### src/rtl/one_op_exec_ctrl_if.sv
// Instruction-issue and write-back handshake bundle for the one-operand sequencer.
// The master issues decoded instructions and accepts write-backs; the slave is the controller.
interface one_op_exec_ctrl_if #(
   parameter int DATA_W = 16,
   parameter int REG_AW = 3
);
   logic              in_valid;
   logic              in_ready;
   logic [2:0]        in_opcode;
   logic [REG_AW-1:0] in_rd;
   logic [DATA_W-1:0] in_rds;
   logic              wb_valid;
   logic              wb_ready;
   logic              wb_we;
   logic [REG_AW-1:0] wb_rd;
   logic [DATA_W-1:0] wb_data;

   modport master (
      output in_valid, in_opcode, in_rd, in_rds, wb_ready,
      input  in_ready, wb_valid, wb_we, wb_rd, wb_data
   );

   modport slave (
      input  in_valid, in_opcode, in_rd, in_rds, wb_ready,
      output in_ready, wb_valid, wb_we, wb_rd, wb_data
   );
endinterface

### src/rtl/one_op_exec_ctrl.sv
// Sequencer for the shared-bus one-operand units: one instruction per handshake,
// one unit enable for one cycle, then a held write-back that commits CCR/out_port/count.
//
// state | meaning
// IDLE  | in_ready high, waiting for an instruction
// EXEC  | one unit enabled, result/flag buses captured at end of cycle
// WB    | write-back offered until wb_ready or flush
module one_op_exec_ctrl #(
   parameter int DATA_W = 16,
   parameter int REG_AW = 3,
   parameter int CNT_W  = 16
) (
   input  logic              clk,
   input  logic              rst_n,
   one_op_exec_ctrl_if.slave bus,
   input  logic              flush,
   output logic [6:0]        unit_en,
   output logic [DATA_W-1:0] unit_rds,
   output logic [2:0]        unit_prev_flags,
   input  logic [DATA_W-1:0] unit_result,
   input  logic [2:0]        unit_ccr,
   output logic [2:0]        ccr,
   output logic [DATA_W-1:0] out_port,
   output logic              out_strobe,
   output logic [CNT_W-1:0]  retire_count
);

   typedef enum logic [1:0] {IDLE, EXEC, WB} state_t;

   localparam logic [2:0] OP_NOP  = 3'd0;
   localparam logic [2:0] OP_SETC = 3'd1;
   localparam logic [2:0] OP_CLRC = 3'd2;
   localparam logic [2:0] OP_NOT  = 3'd3;
   localparam logic [2:0] OP_INC  = 3'd4;
   localparam logic [2:0] OP_DEC  = 3'd5;
   localparam logic [2:0] OP_OUT  = 3'd6;
   localparam logic [2:0] OP_IN   = 3'd7;

   state_t            state_q, state_d;
   logic              in_ready_q, in_ready_d;
   logic [6:0]        unit_en_q, unit_en_d;
   logic [2:0]        op_q, op_d;
   logic [REG_AW-1:0] rd_q, rd_d;
   logic [DATA_W-1:0] rds_q, rds_d;
   logic              wb_valid_q, wb_valid_d;
   logic              wb_we_q, wb_we_d;
   logic [REG_AW-1:0] wb_rd_q, wb_rd_d;
   logic [DATA_W-1:0] wb_data_q, wb_data_d;
   logic [2:0]        pend_q, pend_d;
   logic [2:0]        ccr_q, ccr_d;
   logic [DATA_W-1:0] out_port_q, out_port_d;
   logic              out_strobe_q, out_strobe_d;
   logic [CNT_W-1:0]  cnt_q, cnt_d;

   function automatic logic [6:0] decode_en(input logic [2:0] op);
      case (op)
         OP_NOT:  decode_en = 7'b0000001;
         OP_INC:  decode_en = 7'b0000010;
         OP_DEC:  decode_en = 7'b0000100;
         OP_SETC: decode_en = 7'b0001000;
         OP_CLRC: decode_en = 7'b0010000;
         OP_OUT:  decode_en = 7'b0100000;
         OP_IN:   decode_en = 7'b1000000;
         default: decode_en = 7'b0000000;
      endcase
   endfunction

   // Units that actually drive the result bus; the rest write back the operand.
   function automatic logic uses_result(input logic [2:0] op);
      uses_result = (op == OP_NOT) || (op == OP_INC) || (op == OP_DEC) || (op == OP_IN);
   endfunction

   function automatic logic uses_flags(input logic [2:0] op);
      uses_flags = (op == OP_SETC) || (op == OP_CLRC) || (op == OP_NOT) ||
                   (op == OP_INC)  || (op == OP_DEC);
   endfunction

   always_comb begin
      state_d      = state_q;
      in_ready_d   = in_ready_q;
      unit_en_d    = 7'b0;
      op_d         = op_q;
      rd_d         = rd_q;
      rds_d        = rds_q;
      wb_valid_d   = wb_valid_q;
      wb_we_d      = wb_we_q;
      wb_rd_d      = wb_rd_q;
      wb_data_d    = wb_data_q;
      pend_d       = pend_q;
      ccr_d        = ccr_q;
      out_port_d   = out_port_q;
      out_strobe_d = 1'b0;
      cnt_d        = cnt_q;
      case (state_q)
         IDLE: begin
            if (bus.in_valid && !flush) begin
               op_d       = bus.in_opcode;
               rd_d       = bus.in_rd;
               rds_d      = bus.in_rds;
               unit_en_d  = decode_en(bus.in_opcode);
               in_ready_d = 1'b0;
               state_d    = EXEC;
            end
         end
         EXEC: begin
            if (flush) begin
               in_ready_d = 1'b1;
               state_d    = IDLE;
            end else begin
               wb_data_d  = uses_result(op_q) ? unit_result : rds_q;
               pend_d     = uses_flags(op_q) ? unit_ccr : ccr_q;
               wb_we_d    = uses_result(op_q);
               wb_rd_d    = rd_q;
               wb_valid_d = 1'b1;
               state_d    = WB;
            end
         end
         WB: begin
            // flush outranks wb_ready: nothing commits
            if (flush) begin
               wb_valid_d = 1'b0;
               in_ready_d = 1'b1;
               state_d    = IDLE;
            end else if (bus.wb_ready) begin
               ccr_d = pend_q;
               if (op_q == OP_OUT) begin
                  out_port_d   = rds_q;
                  out_strobe_d = 1'b1;
               end
               cnt_d      = cnt_q + CNT_W'(1);
               wb_valid_d = 1'b0;
               in_ready_d = 1'b1;
               state_d    = IDLE;
            end
         end
         default: begin
            wb_valid_d = 1'b0;
            in_ready_d = 1'b1;
            state_d    = IDLE;
         end
      endcase
   end

   always_ff @(posedge clk or negedge rst_n) begin
      if (!rst_n) begin
         state_q      <= IDLE;
         in_ready_q   <= 1'b1;
         unit_en_q    <= 7'b0;
         op_q         <= 3'b0;
         rd_q         <= '0;
         rds_q        <= '0;
         wb_valid_q   <= 1'b0;
         wb_we_q      <= 1'b0;
         wb_rd_q      <= '0;
         wb_data_q    <= '0;
         pend_q       <= 3'b0;
         ccr_q        <= 3'b0;
         out_port_q   <= '0;
         out_strobe_q <= 1'b0;
         cnt_q        <= '0;
      end else begin
         state_q      <= state_d;
         in_ready_q   <= in_ready_d;
         unit_en_q    <= unit_en_d;
         op_q         <= op_d;
         rd_q         <= rd_d;
         rds_q        <= rds_d;
         wb_valid_q   <= wb_valid_d;
         wb_we_q      <= wb_we_d;
         wb_rd_q      <= wb_rd_d;
         wb_data_q    <= wb_data_d;
         pend_q       <= pend_d;
         ccr_q        <= ccr_d;
         out_port_q   <= out_port_d;
         out_strobe_q <= out_strobe_d;
         cnt_q        <= cnt_d;
      end
   end

   assign bus.in_ready    = in_ready_q;
   assign bus.wb_valid    = wb_valid_q;
   assign bus.wb_we       = wb_we_q;
   assign bus.wb_rd       = wb_rd_q;
   assign bus.wb_data     = wb_data_q;
   assign unit_en         = unit_en_q;
   assign unit_rds        = rds_q;
   assign unit_prev_flags = ccr_q;
   assign ccr             = ccr_q;
   assign out_port        = out_port_q;
   assign out_strobe      = out_strobe_q;
   assign retire_count    = cnt_q;

endmodule

### src/flat_wrapper.sv
// flat-port wrapper written by rule: the top's interface ports become plain ports
module one_op_exec_ctrl_flat 
#(
   parameter int DATA_W = 16,
   parameter int REG_AW = 3,
   parameter int CNT_W  = 16
)
  (clk, rst_n, flush, unit_en, unit_rds, unit_prev_flags, unit_result, unit_ccr, ccr, out_port, out_strobe, retire_count, bus_in_valid, bus_in_opcode, bus_in_rd, bus_in_rds, bus_wb_ready, bus_in_ready, bus_wb_valid, bus_wb_we, bus_wb_rd, bus_wb_data);
  one_op_exec_ctrl_if #(.DATA_W(DATA_W), .REG_AW(REG_AW)) bus_i ();
  input  logic clk;
  input  logic rst_n;
  input  logic flush;
  output logic [6:0] unit_en;
  output logic [DATA_W-1:0] unit_rds;
  output logic [2:0] unit_prev_flags;
  input  logic [DATA_W-1:0] unit_result;
  input  logic [2:0] unit_ccr;
  output logic [2:0] ccr;
  output logic [DATA_W-1:0] out_port;
  output logic out_strobe;
  output logic [CNT_W-1:0] retire_count;
  input wire logic [$bits(bus_i.in_valid)-1:0] bus_in_valid;
  input wire logic [$bits(bus_i.in_opcode)-1:0] bus_in_opcode;
  input wire logic [$bits(bus_i.in_rd)-1:0] bus_in_rd;
  input wire logic [$bits(bus_i.in_rds)-1:0] bus_in_rds;
  input wire logic [$bits(bus_i.wb_ready)-1:0] bus_wb_ready;
  output wire logic [$bits(bus_i.in_ready)-1:0] bus_in_ready;
  output wire logic [$bits(bus_i.wb_valid)-1:0] bus_wb_valid;
  output wire logic [$bits(bus_i.wb_we)-1:0] bus_wb_we;
  output wire logic [$bits(bus_i.wb_rd)-1:0] bus_wb_rd;
  output wire logic [$bits(bus_i.wb_data)-1:0] bus_wb_data;
  assign bus_i.in_valid = bus_in_valid;
  assign bus_i.in_opcode = bus_in_opcode;
  assign bus_i.in_rd = bus_in_rd;
  assign bus_i.in_rds = bus_in_rds;
  assign bus_i.wb_ready = bus_wb_ready;
  assign bus_in_ready = bus_i.in_ready;
  assign bus_wb_valid = bus_i.wb_valid;
  assign bus_wb_we = bus_i.wb_we;
  assign bus_wb_rd = bus_i.wb_rd;
  assign bus_wb_data = bus_i.wb_data;
  one_op_exec_ctrl #(.DATA_W(DATA_W), .REG_AW(REG_AW), .CNT_W(CNT_W)) u_core (.clk(clk), .rst_n(rst_n), .bus(bus_i), .flush(flush), .unit_en(unit_en), .unit_rds(unit_rds), .unit_prev_flags(unit_prev_flags), .unit_result(unit_result), .unit_ccr(unit_ccr), .ccr(ccr), .out_port(out_port), .out_strobe(out_strobe), .retire_count(retire_count));
endmodule
### config.mk
export PLATFORM = sky130hd
export DESIGN_NAME = one_op_exec_ctrl_flat
export DESIGN_NICKNAME = d
export VERILOG_FILES = /design/src/rtl/one_op_exec_ctrl_if.sv /design/src/rtl/one_op_exec_ctrl.sv /design/src/flat_wrapper.sv
export SDC_FILE = /design/constraint.sdc
export NUM_CORES = 1
export LEC_CHECK = 0
export ABC_CLOCK_PERIOD_IN_PS = 2250
export BUFFER_PORTS_ARGS = -buffer_cell sky130_fd_sc_hd__buf_4
export CAP_MARGIN = 20
export CORE_UTILIZATION = 30
export DETAILED_ROUTE_END_ITERATION = 7
export SLEW_MARGIN = 10
export SYNTH_ARGS = -nofsm -noshare
export SYNTH_HDL_FRONTEND = slang
export SYNTH_SLANG_ARGS = --single-unit
### constraint.sdc
create_clock -name clk -period 2.25 [get_ports clk]
set_clock_uncertainty 0.2 [all_clocks]
set_input_delay 0.225 -clock clk [delete_from_list [all_inputs] [get_ports clk]]
set_output_delay 0.225 -clock clk [all_outputs]
set_load 0.005 [all_outputs]
==> out/qor.csv <==
metric,value,unit
synth_area,3720,um2
maxSlewViolCount,0,
hp-class,input pin to flip-flop,
synth.distinct_cells,31,
fin_ws,0.177,ns
ys_seq_area_frac,0.619,
cts_buffers,9,
post-place-ws,0.407,ns
num-nets-final,553,
coreArea,12100,um2
worstMarginPinSlew,0.523,ns
maxCapViolCount,0,
wl,9340,um
synth-simple-area-share,0.158,
cts.sinks,92,
cp_cell_sequence,"dlygate4sd3_1, buf_4, nor2_2, nand3b_1, buf_6, inv_2, nand2_1, nor3_2, dlygate4sd3_1",
power.leakage,2.88,nW
path_clk_slew,0.06,ns
post-route-min-period,2.07,ns
cp.arrival,2.15,ns
num_io_pins,130,
htree_num_levels,3,
min_delay_path_depth,3,
finalWeightedCongestion,0.840,
muxShareOfSynthArea,0.127,
fin_cells,679,
setup_violations,0,
cp_slowest_cell,dlygate4sd3_1,
grt_first_pass_wirelength,15100,um
num_vias,3017,
overflow,0,
power_density,830,nW/um2
cp.required,2.33,ns
synthAdderAreaFrac,0.00336,
grt_usage,0.155,
ys.flop_type,dfrtp_1,
dp_cells,618,
r2r_end,u_core.unit_en[4]$_DFF_PN0_,
synthArstFlopShare,1.00,
cp_num_buf_inv,5,
rrSetupSlack,0.28,ns
dieArea,12900,um2
path_class,input pin to flip-flop,
synth_edf_count,0,
drt_iter0_drc,142,
cpMostUsedCell,dlygate4sd3_1,
finalHoldViolCount,0,
maxSlewHeadroom,0.651,
cpLargestDelayFamily,buffers and inverters,
dieHeight,113,um
start_util,0.309,
synthesis.instances,325,
yosysTopAreaCell,dfrtp_1,
post-dp-hpwl,6300,um
yosysTopAreaCellShare,0.612,
syn2layout_area_growth,52.5,%
grt_setup_unrepaired,false,
cts_tree,built,
io_buffers,129,
place_area,4930,um2
first_pass_iters,4,
total_power,4.71,mW
synth_top_family_by_area,simple AND/OR/NAND/NOR gates,
ys.warnings.count,0,
synth.avg_cell_area,11.5,um2
yosysMostFrequentCell,dfrtp_1,
post_cts_buffers,0,
syn_nets,372,
drive_gt1_frac,0.360,
ys_top_cells_by_area,"dfrtp_1 (61%), nand2_1 (7.5%), mux2_2 (7.0%)",
r2r-start,u_core.state_q[0]$_DFFE_PN0P_,
viasPerCell,4.44,
min_to,u_core.pend_q[2]$_DFFE_PN0P_,
irDropWorstVdd,0.392,mV
wl_per_cell,13.8,um
die_x,113,um
grt_max_degree,54,
period_share,0.921,
status,"finished, final reports clean",
critPathCaptureType,flip-flop,
rows,40,
synthTopCellsByCount,"dfrtp_1 (91), nand2_1 (74), nor2_1 (28), mux2_2 (23), a21oi_1 (21)",
min_from,unit_ccr[2],
ant_nets,0,
drcViolationCount,0,
critPathMaxStageDelay,0.55,ns
stdcell_area,5680,um2
worstSetupStartpointType,input pin,
clk_latency,0.33,ns
clock_path_buffers,2,
synth_seq_cells,92,
synth_xor_area_frac,0.0353,
grt_pass1_vias,3020,
r2r_cells,7,
antenna_found_initial,0,
cts_root_buf,clkbuf_16,
diodes,0,
synth-compound-area-share,0.0309,
fin_tns_setup,0,ns
cp_max_fo,11,
fmax,0.482,GHz
power by group:
part	internal, mW	switching (mW)	total (mW)	leakage, nW
Sequential	1.94	0.241	2.18	1.16
Clock	0.839	0.595	1.43	0.140
Combinational	0.662	0.435	1.10	1.58
registers in the layout (all words and copies together), names as in the netlist:
name and flops:
u_core.bus.wb_we 1, u_core.unit_en 7, u_core.unit_rds 16, u_core.out_strobe 1, u_core.out_port 16, u_core.rd_q 3, u_core.pend_q 3, u_core.op_q 3
u_core.bus.wb_rd 3, u_core.retire_count 16, u_core.bus.wb_valid 1, u_core.bus.wb_data 16, u_core.ccr 3, u_core.state_q 2, u_core.bus.in_ready 1
worst max path at each step:
stage                                  startpoint                              end  slack (ns)  cells after the start
global route                                flush      u_core.unit_en[4]$_DFF_PN0_        0.03                      9
CTS                                         flush      u_core.unit_en[4]$_DFF_PN0_        0.07                      9
finish                                      flush      u_core.unit_en[4]$_DFF_PN0_        0.18                      9
floorplan           u_core.state_q[0]$_DFFE_PN0P_  u_core.out_port[10]$_DFFE_PN0P_        0.36                      4
detailed placement  u_core.state_q[0]$_DFFE_PN0P_  u_core.out_port[15]$_DFFE_PN0P_        0.41                      4
global placement    u_core.state_q[0]$_DFFE_PN0P_   u_core.out_port[7]$_DFFE_PN0P_        0.44                      4
what timing repair did:
action	in CTS	in global routing
endpoints found under the hold margin	86	0
gates resized for setup	0	4
setup endpoints to repair	0	1
hold buffers	45	0
through the flow:
stage | utilization | hold slack (ns)
after detailed placement | 0.409 | 0.0505
after floorplan | - | -0.271
after global routing | 0.471 | 0.0246
after CTS | 0.470 | 0.00260
final | 0.471 | 0.0188
after global placement | 0.409 | 0.0387
cells by family (layout without fill, tap and decap cells):
logic type | Yosys count | after routing
AOI/OAI and AO/OA | 23 | 23
xor gates and xnor gates | 15 | 15
adders and majority gates | 1 | 1
buffers and inverters | 19 | 205
DFF | 92 | 92
muxes | 44 | 44
and+or+nand+nor | 131 | 131
metal layers:
metal	vias up	routed length, um	GRT usage
met1	1450	4250	0.195
met5	-	0	0
met3	16	446	0.0414
met4	0	235	0.0807
li1	1454	-	-
met2	97	4410	0.245
worst min-delay path: stages:
cell	delay, ns
buf_4	0.09
mux2i_1	0.06
a21oi_1	0.14
final cells by class:
class / instances / area [um2]
fill: 1125 / 6380
clock inverter: 1 / 5.00
tap: 168 / 210
clock buffer: 15 / 278
timing repair buffer: 184 / 1520
inverter: 5 / 18.8
multi-input combinational: 214 / 1340
sequential: 92 / 2300
layout by cell type, fill, tap and decap left out, drive strengths merged:
master / n
a21oi: 21
and3: 2
and4: 1
and4bb: 1
buf: 139
clkbuf: 15
clkinv: 1
dfrtp: 91
dfstp: 1
dlygate4sd3: 45
ha: 1
inv: 5
mux2: 23
mux2i: 21
nand2: 74
nand3: 4
nand3b: 2
nand4: 5
nor2: 28
nor3: 6
nor3b: 4
nor4: 1
nor4b: 1
o21ai: 2
or2: 1
or3: 1
xnor2: 10
xor2: 5
Power figures use the tool's default switching activity.
